File: src/rtl/adsr_pkg.sv
// Shared widths, unity-gain constant and envelope state encoding for the ADSR block.
package adsr_pkg;

  localparam int unsigned GAIN_W   = 16;
  localparam int unsigned GAIN_ONE = 32768;
  localparam int unsigned SAMPLE_W = 16;

  typedef enum logic [2:0] {
    ATTACK,
    DECAY,
    SUSTAIN,
    RELEASE,
    DONE
  } adsr_state_t;

endpackage

File: src/rtl/adsr_gain_mult.sv
// Combinational signed-sample by unsigned Q1.15 gain multiply, floor-shifted back to sample width.
module adsr_gain_mult
  import adsr_pkg::*;
(
  input  logic signed [SAMPLE_W-1:0] i_sample,
  input  logic        [GAIN_W-1:0]   i_gain,
  output logic signed [SAMPLE_W-1:0] o_scaled
);

  localparam int unsigned PROD_W = SAMPLE_W + GAIN_W + 1;

  logic signed [PROD_W-1:0] w_prod;

  // Gain is zero-extended so it stays non-negative inside the signed product.
  assign w_prod   = PROD_W'(i_sample) * PROD_W'($signed({1'b0, i_gain}));
  assign o_scaled = SAMPLE_W'(w_prod >>> (GAIN_W - 1));

endmodule

File: src/rtl/adsr.sv
// ADSR envelope: a sample-driven FSM steps a saturating gain and scales each accepted sample.
module adsr
  import adsr_pkg::*;
#(
  parameter int unsigned ATTACK_STEP     = 1024,
  parameter int unsigned DECAY_STEP      = 512,
  parameter int unsigned SUSTAIN_LEVEL   = 16384,
  parameter int unsigned SUSTAIN_SAMPLES = 64,
  parameter int unsigned RELEASE_STEP    = 256
) (
  input  logic                       clk,
  input  logic                       reset,
  input  logic signed [SAMPLE_W-1:0] pre_sample_in,
  input  logic                       in_ready,
  output logic signed [SAMPLE_W-1:0] sample_out
);

  localparam int unsigned DECAY_FLOOR = SUSTAIN_LEVEL + DECAY_STEP;

  adsr_state_t                r_state;
  logic [GAIN_W-1:0]          r_gain;
  logic [31:0]                r_sus_cnt;

  logic [31:0]                w_gain_ext;
  logic [31:0]                w_attack_sum;
  logic [31:0]                w_attack_gain;
  logic [31:0]                w_decay_gain;
  logic [31:0]                w_release_gain;
  logic signed [SAMPLE_W-1:0] w_scaled;

  // Saturated next-gain candidates are formed in 32 bits so nothing can wrap.
  assign w_gain_ext     = 32'(r_gain);
  assign w_attack_sum   = w_gain_ext + ATTACK_STEP;
  assign w_attack_gain  = (w_attack_sum >= GAIN_ONE) ? GAIN_ONE : w_attack_sum;
  assign w_decay_gain   = (w_gain_ext > DECAY_FLOOR) ? (w_gain_ext - DECAY_STEP) : SUSTAIN_LEVEL;
  assign w_release_gain = (w_gain_ext > RELEASE_STEP) ? (w_gain_ext - RELEASE_STEP) : 32'd0;

  adsr_gain_mult u_mult (
    .i_sample (pre_sample_in),
    .i_gain   (r_gain),
    .o_scaled (w_scaled)
  );

  always_ff @(posedge clk) begin
    if (!reset) begin
      r_state    <= ATTACK;
      r_gain     <= '0;
      r_sus_cnt  <= '0;
      sample_out <= '0;
    end else if (in_ready) begin
      // Output always uses the gain held before this sample's update.
      sample_out <= (r_state == DONE) ? '0 : w_scaled;
      case (r_state)
        ATTACK: begin
          r_gain <= GAIN_W'(w_attack_gain);
          if (w_attack_gain == GAIN_ONE) r_state <= DECAY;
        end
        DECAY: begin
          r_gain <= GAIN_W'(w_decay_gain);
          if (w_decay_gain == SUSTAIN_LEVEL) begin
            r_state   <= SUSTAIN;
            r_sus_cnt <= '0;
          end
        end
        SUSTAIN: begin
          r_sus_cnt <= r_sus_cnt + 32'd1;
          if (r_sus_cnt + 32'd1 >= SUSTAIN_SAMPLES) r_state <= RELEASE;
        end
        RELEASE: begin
          r_gain <= GAIN_W'(w_release_gain);
          if (w_release_gain == 32'd0) r_state <= DONE;
        end
        DONE: begin
          r_gain <= '0;
        end
        default: begin
          r_state <= ATTACK;
          r_gain  <= '0;
        end
      endcase
    end
  end

endmodule

File: config.mk
export PLATFORM = sky130hd
export DESIGN_NAME = adsr
export DESIGN_NICKNAME = d
export VERILOG_FILES = /design/src/rtl/adsr_pkg.sv /design/src/rtl/adsr_gain_mult.sv /design/src/rtl/adsr.sv
export SDC_FILE = /design/constraint.sdc
export NUM_CORES = 1
export LEC_CHECK = 0
export CELL_PAD_IN_SITES_DETAIL_PLACEMENT = 1
export CELL_PAD_IN_SITES_GLOBAL_PLACEMENT = 1
export CORE_UTILIZATION = 45
export DETAILED_ROUTE_END_ITERATION = 8
export PLACE_DENSITY_LB_ADDON = 0.05
export SKIP_CTS_REPAIR_TIMING = 1
export SLEW_MARGIN = 5
export SYNTH_ARGS = -nofsm -noshare
export SYNTH_HDL_FRONTEND = slang
export SYNTH_HIERARCHICAL = 1
export SYNTH_SLANG_ARGS = --single-unit
export TNS_END_PERCENT = 100
File: constraint.sdc
create_clock -name clk -period 6.59 [get_ports clk]
set_clock_uncertainty 0.2 [all_clocks]
set_input_delay 0.659 -clock clk [delete_from_list [all_inputs] [get_ports clk]]
set_output_delay 0.659 -clock clk [all_outputs]
set_load 0.01 [all_outputs]
Yosys cells after proc, flatten, opt, wreduce, memory -nomap -nowiden
Index checks and enable logic that the tools add are counted.

word-level totals
  register bits after elaboration = 67
  bits of input ports = 19
  output and inout port bits = 16
  word-level logic and storage cells = 43

cells by class
  $add $sub $neg = 4
  multipliers = 1
  order comparisons = 4
  equal/unequal tests = 10
  muxes and demuxes = 12
  bitwise gates (word level) = 2
  reductions and logical operators = 6

operators by type and width
  cell                                                                                    number
  32-bit 2-to-1 mux                                                                       3
  16-bit one-hot mux with 4 select lines                                                  1
  32-bit one-hot mux with 2 select lines                                                  1
  32-bit by 1-bit adder with 32-bit output (second input constant)                        1
  32-bit by 15-bit == test with 1-bit output (second input constant)                      1
  32-bit by 7-bit greater-or-equal comparator with 1-bit output (second input constant)   1
  32-bit zero test                                                                        1
  16-bit by 17-bit multiplier with 31-bit output                                          1
  16-bit by 11-bit adder with 17-bit output (second input constant)                       1
  17-bit by 16-bit == test with 1-bit output (second input constant)                      1
  17-bit by 16-bit greater-or-equal comparator with 1-bit output (second input constant)  1
  17-bit 2-to-1 mux                                                                       1
  16-bit by 10-bit subtractor with 17-bit output (second input constant)                  1
  16-bit by 9-bit subtractor with 17-bit output (second input constant)                   1
  16-bit by 15-bit greater-than comparator with 1-bit output (second input constant)      1
  16-bit by 9-bit greater-than comparator with 1-bit output (second input constant)       1
  16-bit 2-to-1 mux                                                                       1
  3-bit one-hot mux with 5 select lines                                                   1
  3-bit 2-to-1 mux                                                                        4
  2-bit != test (second input constant)                                                   4
  3-bit by 2-bit == test with 1-bit output (second input constant)                        2
  6-bit AND reduction                                                                     1
  3-bit by 1-bit == test with 1-bit output (second input constant)                        1
  3-bit == test (second input constant)                                                   1
  5 further kinds                                                                         6

Longest topological paths before layout
  depth in word-level cells = 6
  depth in mapped cells = 25
  depth with buffers taken out = 23

By module
Netlist, hierarchy kept.

modules (own cells, without submodules)
  module          instances  cells an instance  area each (µm²)  sequential area each (µm²)
  adsr_gain_mult  1          938                8306.7           0.0
  adsr            1          548                4120.2           1341.3

Worst setup path before layout
Ideal clock, no wire load.

  path kind = input to register
  start = input pre_sample_in[12]
  end = register sample_out[14]
  setup time = 0.128 ns
  data arrival time = 6.093 ns
  required time = 6.262 ns
  path slack = 0.169 ns
  stages on the path = 21
  buffers on the path = 1
  path through = clkbuf_1 > nand2_1 > fa_1 > inv_1 > fa_1 > fa_1 > fa_1 > fa_1 > inv_1 > fa_1 > inv_1 > ha_1 > a21oi_2 > a21boi_2 > a2111oi_4 > a21bo_1 > nand3b_2 > o311a_1 > o31a_1 > a21oi_1 > nor2_1

on the way
  cells in the longest elaborated chain, start to end = 2

RTL lines
  element                                         RTL line              RTL
  start: declaration                              adsr.sv:13            input logic signed [SAMPLE_W-1:0] pre_sample_in,
  16-bit by 17-bit multiplier with 31-bit output  adsr_gain_mult.sv:15  assign w_prod = PROD_W'(i_sample) * PROD_W'($signed({1'b0, i_gain}));
  via w_scaled[14]                                adsr.sv:29            logic signed [SAMPLE_W-1:0] w_scaled;
  16-bit 2-to-1 mux                               adsr.sv:52            sample_out <= (r_state == DONE) ? '0 : w_scaled;
  end signal: assignment                          adsr.sv:52
  end: declaration                                adsr.sv:15            output logic signed [SAMPLE_W-1:0] sample_out

The timed path passes the listed nets, and every way through them passes these cells.
A chain may end at the register's enable or synchronous reset.

Final worst setup path
  start = input pre_sample_in[6]
  end = register sample_out[14]

The elaborated chain is that of the path after synthesis.

==> flow_metrics.env <==
export IMPL_wl_per_cell_um=19.68
export IMPL_port_buffers=34
export IMPL_ys_ff_latch=67
export IMPL_syn_area_mm2=0.01243
export IMPL_netlist_top_cells_count="inv_1 (236), nand2_1 (202), fa_1 (193), and2_1 (119), ha_1 (118)"
export IMPL_maxSlewViolCount=0
export IMPL_fp_row_count=60
export IMPL_synth_area_top_cells="fa_1 (31%), ha_1 (12%), dfxtp_1 (11%)"
export IMPL_stdcell_area_mm2=0.01462
export IMPL_io_pin_count=35
export IMPL_p_clk_share_pct=15.4
export IMPL_whs_path_depth=1
export IMPL_cp_start_kind="input pin"
export IMPL_rr_worst_depth=23
export IMPL_min_to="r_sus_cnt[6]"
export IMPL_synth_edf_count=0
export IMPL_first_global_vias=11620
export IMPL_clk_pin_slew_worst_paths_ns=0.05
export IMPL_p_int_mw=1.654
export IMPL_p_leak_nw=6.954
export IMPL_drcViolationCount=0
export IMPL_ys_async_sr_fraction_pct=0
export IMPL_setup_viol=0
export IMPL_grt_overflow_total=0
export IMPL_fin_crit_ns=6.411
export IMPL_fmax_mhz=156.0
export IMPL_grtUsageTotal_pct=28.00
export IMPL_yosysTopAreaCell="fa_1"
export IMPL_relSlewSlack_pct=18.45
export IMPL_p_per_area_mw_per_mm2=210.4
export IMPL_clkSinkCount=67
export IMPL_syn_nets=1816
export IMPL_cp_data_arrival_time_ns=6.43
export IMPL_cts_root_buf="clkbuf_16"
export IMPL_cts_tree="built"
export IMPL_finalWeightedCongestion=0.8591
export IMPL_synthCells=1486
export IMPL_hold_viol=0
export IMPL_n_fill_cell=3188
export IMPL_die_y_um=168.2
export IMPL_power_switching_mw=1.421
export IMPL_hold_ws_ns=0.2908
export IMPL_grt_pass1_wl_um=61970
export IMPL_num_vias=10630
export IMPL_synth_top_cell_area_share_pct=31.09
export IMPL_total_power_mw=3.075
export IMPL_startpoint="pre_sample_in[6]"
export IMPL_maxCapViolations=0
export IMPL_first_iter_violations=481
export IMPL_worst_slew_pin_slew_ns=1.223
export IMPL_setup_tns_final_ns=0
export IMPL_endpoint_kind="flip-flop"
export IMPL_rrSetupSlack_ns=0.23
export IMPL_swShare_pct=46.20
export IMPL_nets=1918
export IMPL_postRouteWirelength_um=38060
export IMPL_fin_crit_sh_pct=97.29
export IMPL_worstHoldStart="r_sus_cnt[6]"
export IMPL_p_seq_share_pct=16.6
export IMPL_power_share_combinational_pct=68.0
export IMPL_m1WireLength_um=18320
export IMPL_ys_flop_type="dfxtp_1"
export IMPL_seq_area_frac_synth_pct=10.79
export IMPL_die_area_mm2=0.02828
export IMPL_area_delta_synth_final_pct=17.61
export IMPL_ys_types=81
export IMPL_core_area_mm2=0.02703
export IMPL_detail_route_antenna_nets=0
export IMPL_antenna_found_initial=0
export IMPL_drt_first_pass_iters=4
export IMPL_drive_gt1_share_pct=13.56
export IMPL_utilization_pct=54.08
export IMPL_required_ns=6.61
export IMPL_reg2reg_from="r_gain[3]"
export IMPL_vdd_drop_max_mv=0.2122
export IMPL_htree_num_levels=3
export IMPL_route_met3_wl_um=1260
export IMPL_worstSkewPairLatency_ns=0.34
export IMPL_place_area_mm2=0.01385
export IMPL_status="complete, no violations"
export IMPL_cts_made_buffers=9
export IMPL_start_util_pct=45.98
export IMPL_fp_dieW_um=168.2
export IMPL_placed_cells=1905
export IMPL_synthMostInstantiatedCell="inv_1"
export IMPL_dp_worst_setup_slack_ns=-0.5847
export IMPL_grt_max_degree=36
export IMPL_hold_class="flip-flop to flip-flop"
export IMPL_diodes=0
export IMPL_timing_final_ws_setup_ns=0.1786
export IMPL_cts_max_path_buffers=2
export IMPL_synth_warnings=6
export IMPL_top_layer_used="met4"
export IMPL_wl_met2_um=17610
export IMPL_syn_area_per_cell_um2=8.363
export IMPL_finalNonFillerCells=1934
export IMPL_place_detailed_hpwl_um=29970
export IMPL_worstSetupPathType="input pin to flip-flop"
export IMPL_routed_via_density=5.496
export IMPL_crit_path_max_fanout=5
export IMPL_r2r_end="sample_out[14]"
[cell usage in the layout (no fill, tap or decap), types with 5 or more instances in the layout]
cell type / synthesis / routed
a311oi_1: 5 / 5
fa_2: 0 / 13
a21boi_0: 11 / 11
ha_1: 118 / 110
ha_4: 0 / 8
inv_1: 236 / 231
fa_1: 193 / 180
nand2b_1: 15 / 15
xor2_1: 15 / 15
nand4_1: 19 / 19
nand3_1: 27 / 27
xnor2_1: 22 / 22
nor2b_1: 16 / 16
nand2_1: 202 / 200
nor3b_1: 7 / 7
o211ai_1: 7 / 7
or3_1: 5 / 5
buf_4: 0 / 106
inv_2: 1 / 5
o21a_1: 18 / 17
a21oi_2: 2 / 5
a211oi_1: 10 / 9
a31oi_1: 25 / 24
a21o_1: 11 / 11
dfxtp_1: 67 / 66
nor3_1: 18 / 17
nor2_1: 75 / 71
and3_1: 7 / 7
buf_6: 3 / 11
clkdlybuf4s50_1: 0 / 20
dlymetal6s2s_1: 0 / 14
and2_1: 119 / 119
buf_12: 0 / 7
o21ai_0: 37 / 36
clkbuf_16: 0 / 11
a21oi_1: 53 / 50
[flip-flops by register name (all words and copies together), names as in the netlist]
register / count
r_sus_cnt: 32
r_gain: 16
r_state: 3
sample_out: 16
[power by group through the flow]
stage / Sequential (mW) / Clock, mW / Combinational, mW
2_1_floorplan: 0.509 / 0 / 1.18
3_3_place_gp: 0.517 / 0 / 1.88
3_5_place_dp: 0.515 / 0 / 1.91
4_1_cts: 0.510 / 0.483 / 1.94
5_1_grt: 0.517 / 0.499 / 2.31
6_report: 0.510 / 0.475 / 2.09
[how the worst max path moves through the flow]
stage	to	slack (ns)
after floorplan	sample_out[14]	0.17
after global placement	sample_out[14]	-0.44
after detailed placement	sample_out[13]	-0.58
after CTS	sample_out[13]	-0.29
after global routing	sample_out[13]	-0.04
final	sample_out[14]	0.18
[kinds of logic (layout without fill, tap and decap cells)]
family                   count (synthesis)  in the layout  synth area share [%]
flip-flops                              67             67                 10.79
multiplexers                             3              3                0.2618
AND/OR/NAND/NOR                        530            530                 21.13
adder cells (fa/ha/maj)                311            311                 42.97
buffers and inverters                  309            416                 9.575
AO/OA/AOI/OAI                          229            229                 12.66
XOR/XNOR                                37             37                 2.608
[per-layer routing]
metal / vias up / global-route usage, %
li1: 4988 / -
met2: 177 / 45.18
met4: 0 / 7.549
met5: - / 0
met1: 5415 / 39.73
met3: 49 / 3.385
[layout make-up]
class,instances,area (µm²),area share [%]
Clock buffer,15,287.8,1.969
Clock inverter,1,5.005,0.03424
Inverter,237,892.1,6.104
Multi-Input combinational cell,1110,10160,69.52
Sequential cell,67,1343,9.186
Tap cell,341,426.7,2.919
Timing Repair Buffer,163,1500,10.26
[worst max-delay path: stages]
cell and delay [ns]:
dlymetal6s2s_1 0.17, buf_2 0.19, and2_1 0.17, fa_1 0.55, inv_1 0.06, fa_1 0.53, fa_1 0.46, fa_1 0.55
inv_1 0.05, fa_1 0.48, inv_1 0.06, fa_1 0.53, inv_1 0.07, ha_4 0.26, a21oi_2 0.17, o21ai_2 0.11
a2111oi_4 0.37, a21bo_1 0.21, nand3b_2 0.09, o311a_1 0.30, o31a_1 0.24, a21oi_1 0.13, nor2_1 0.05
Note: power is estimated with default switching activity, not from simulation.
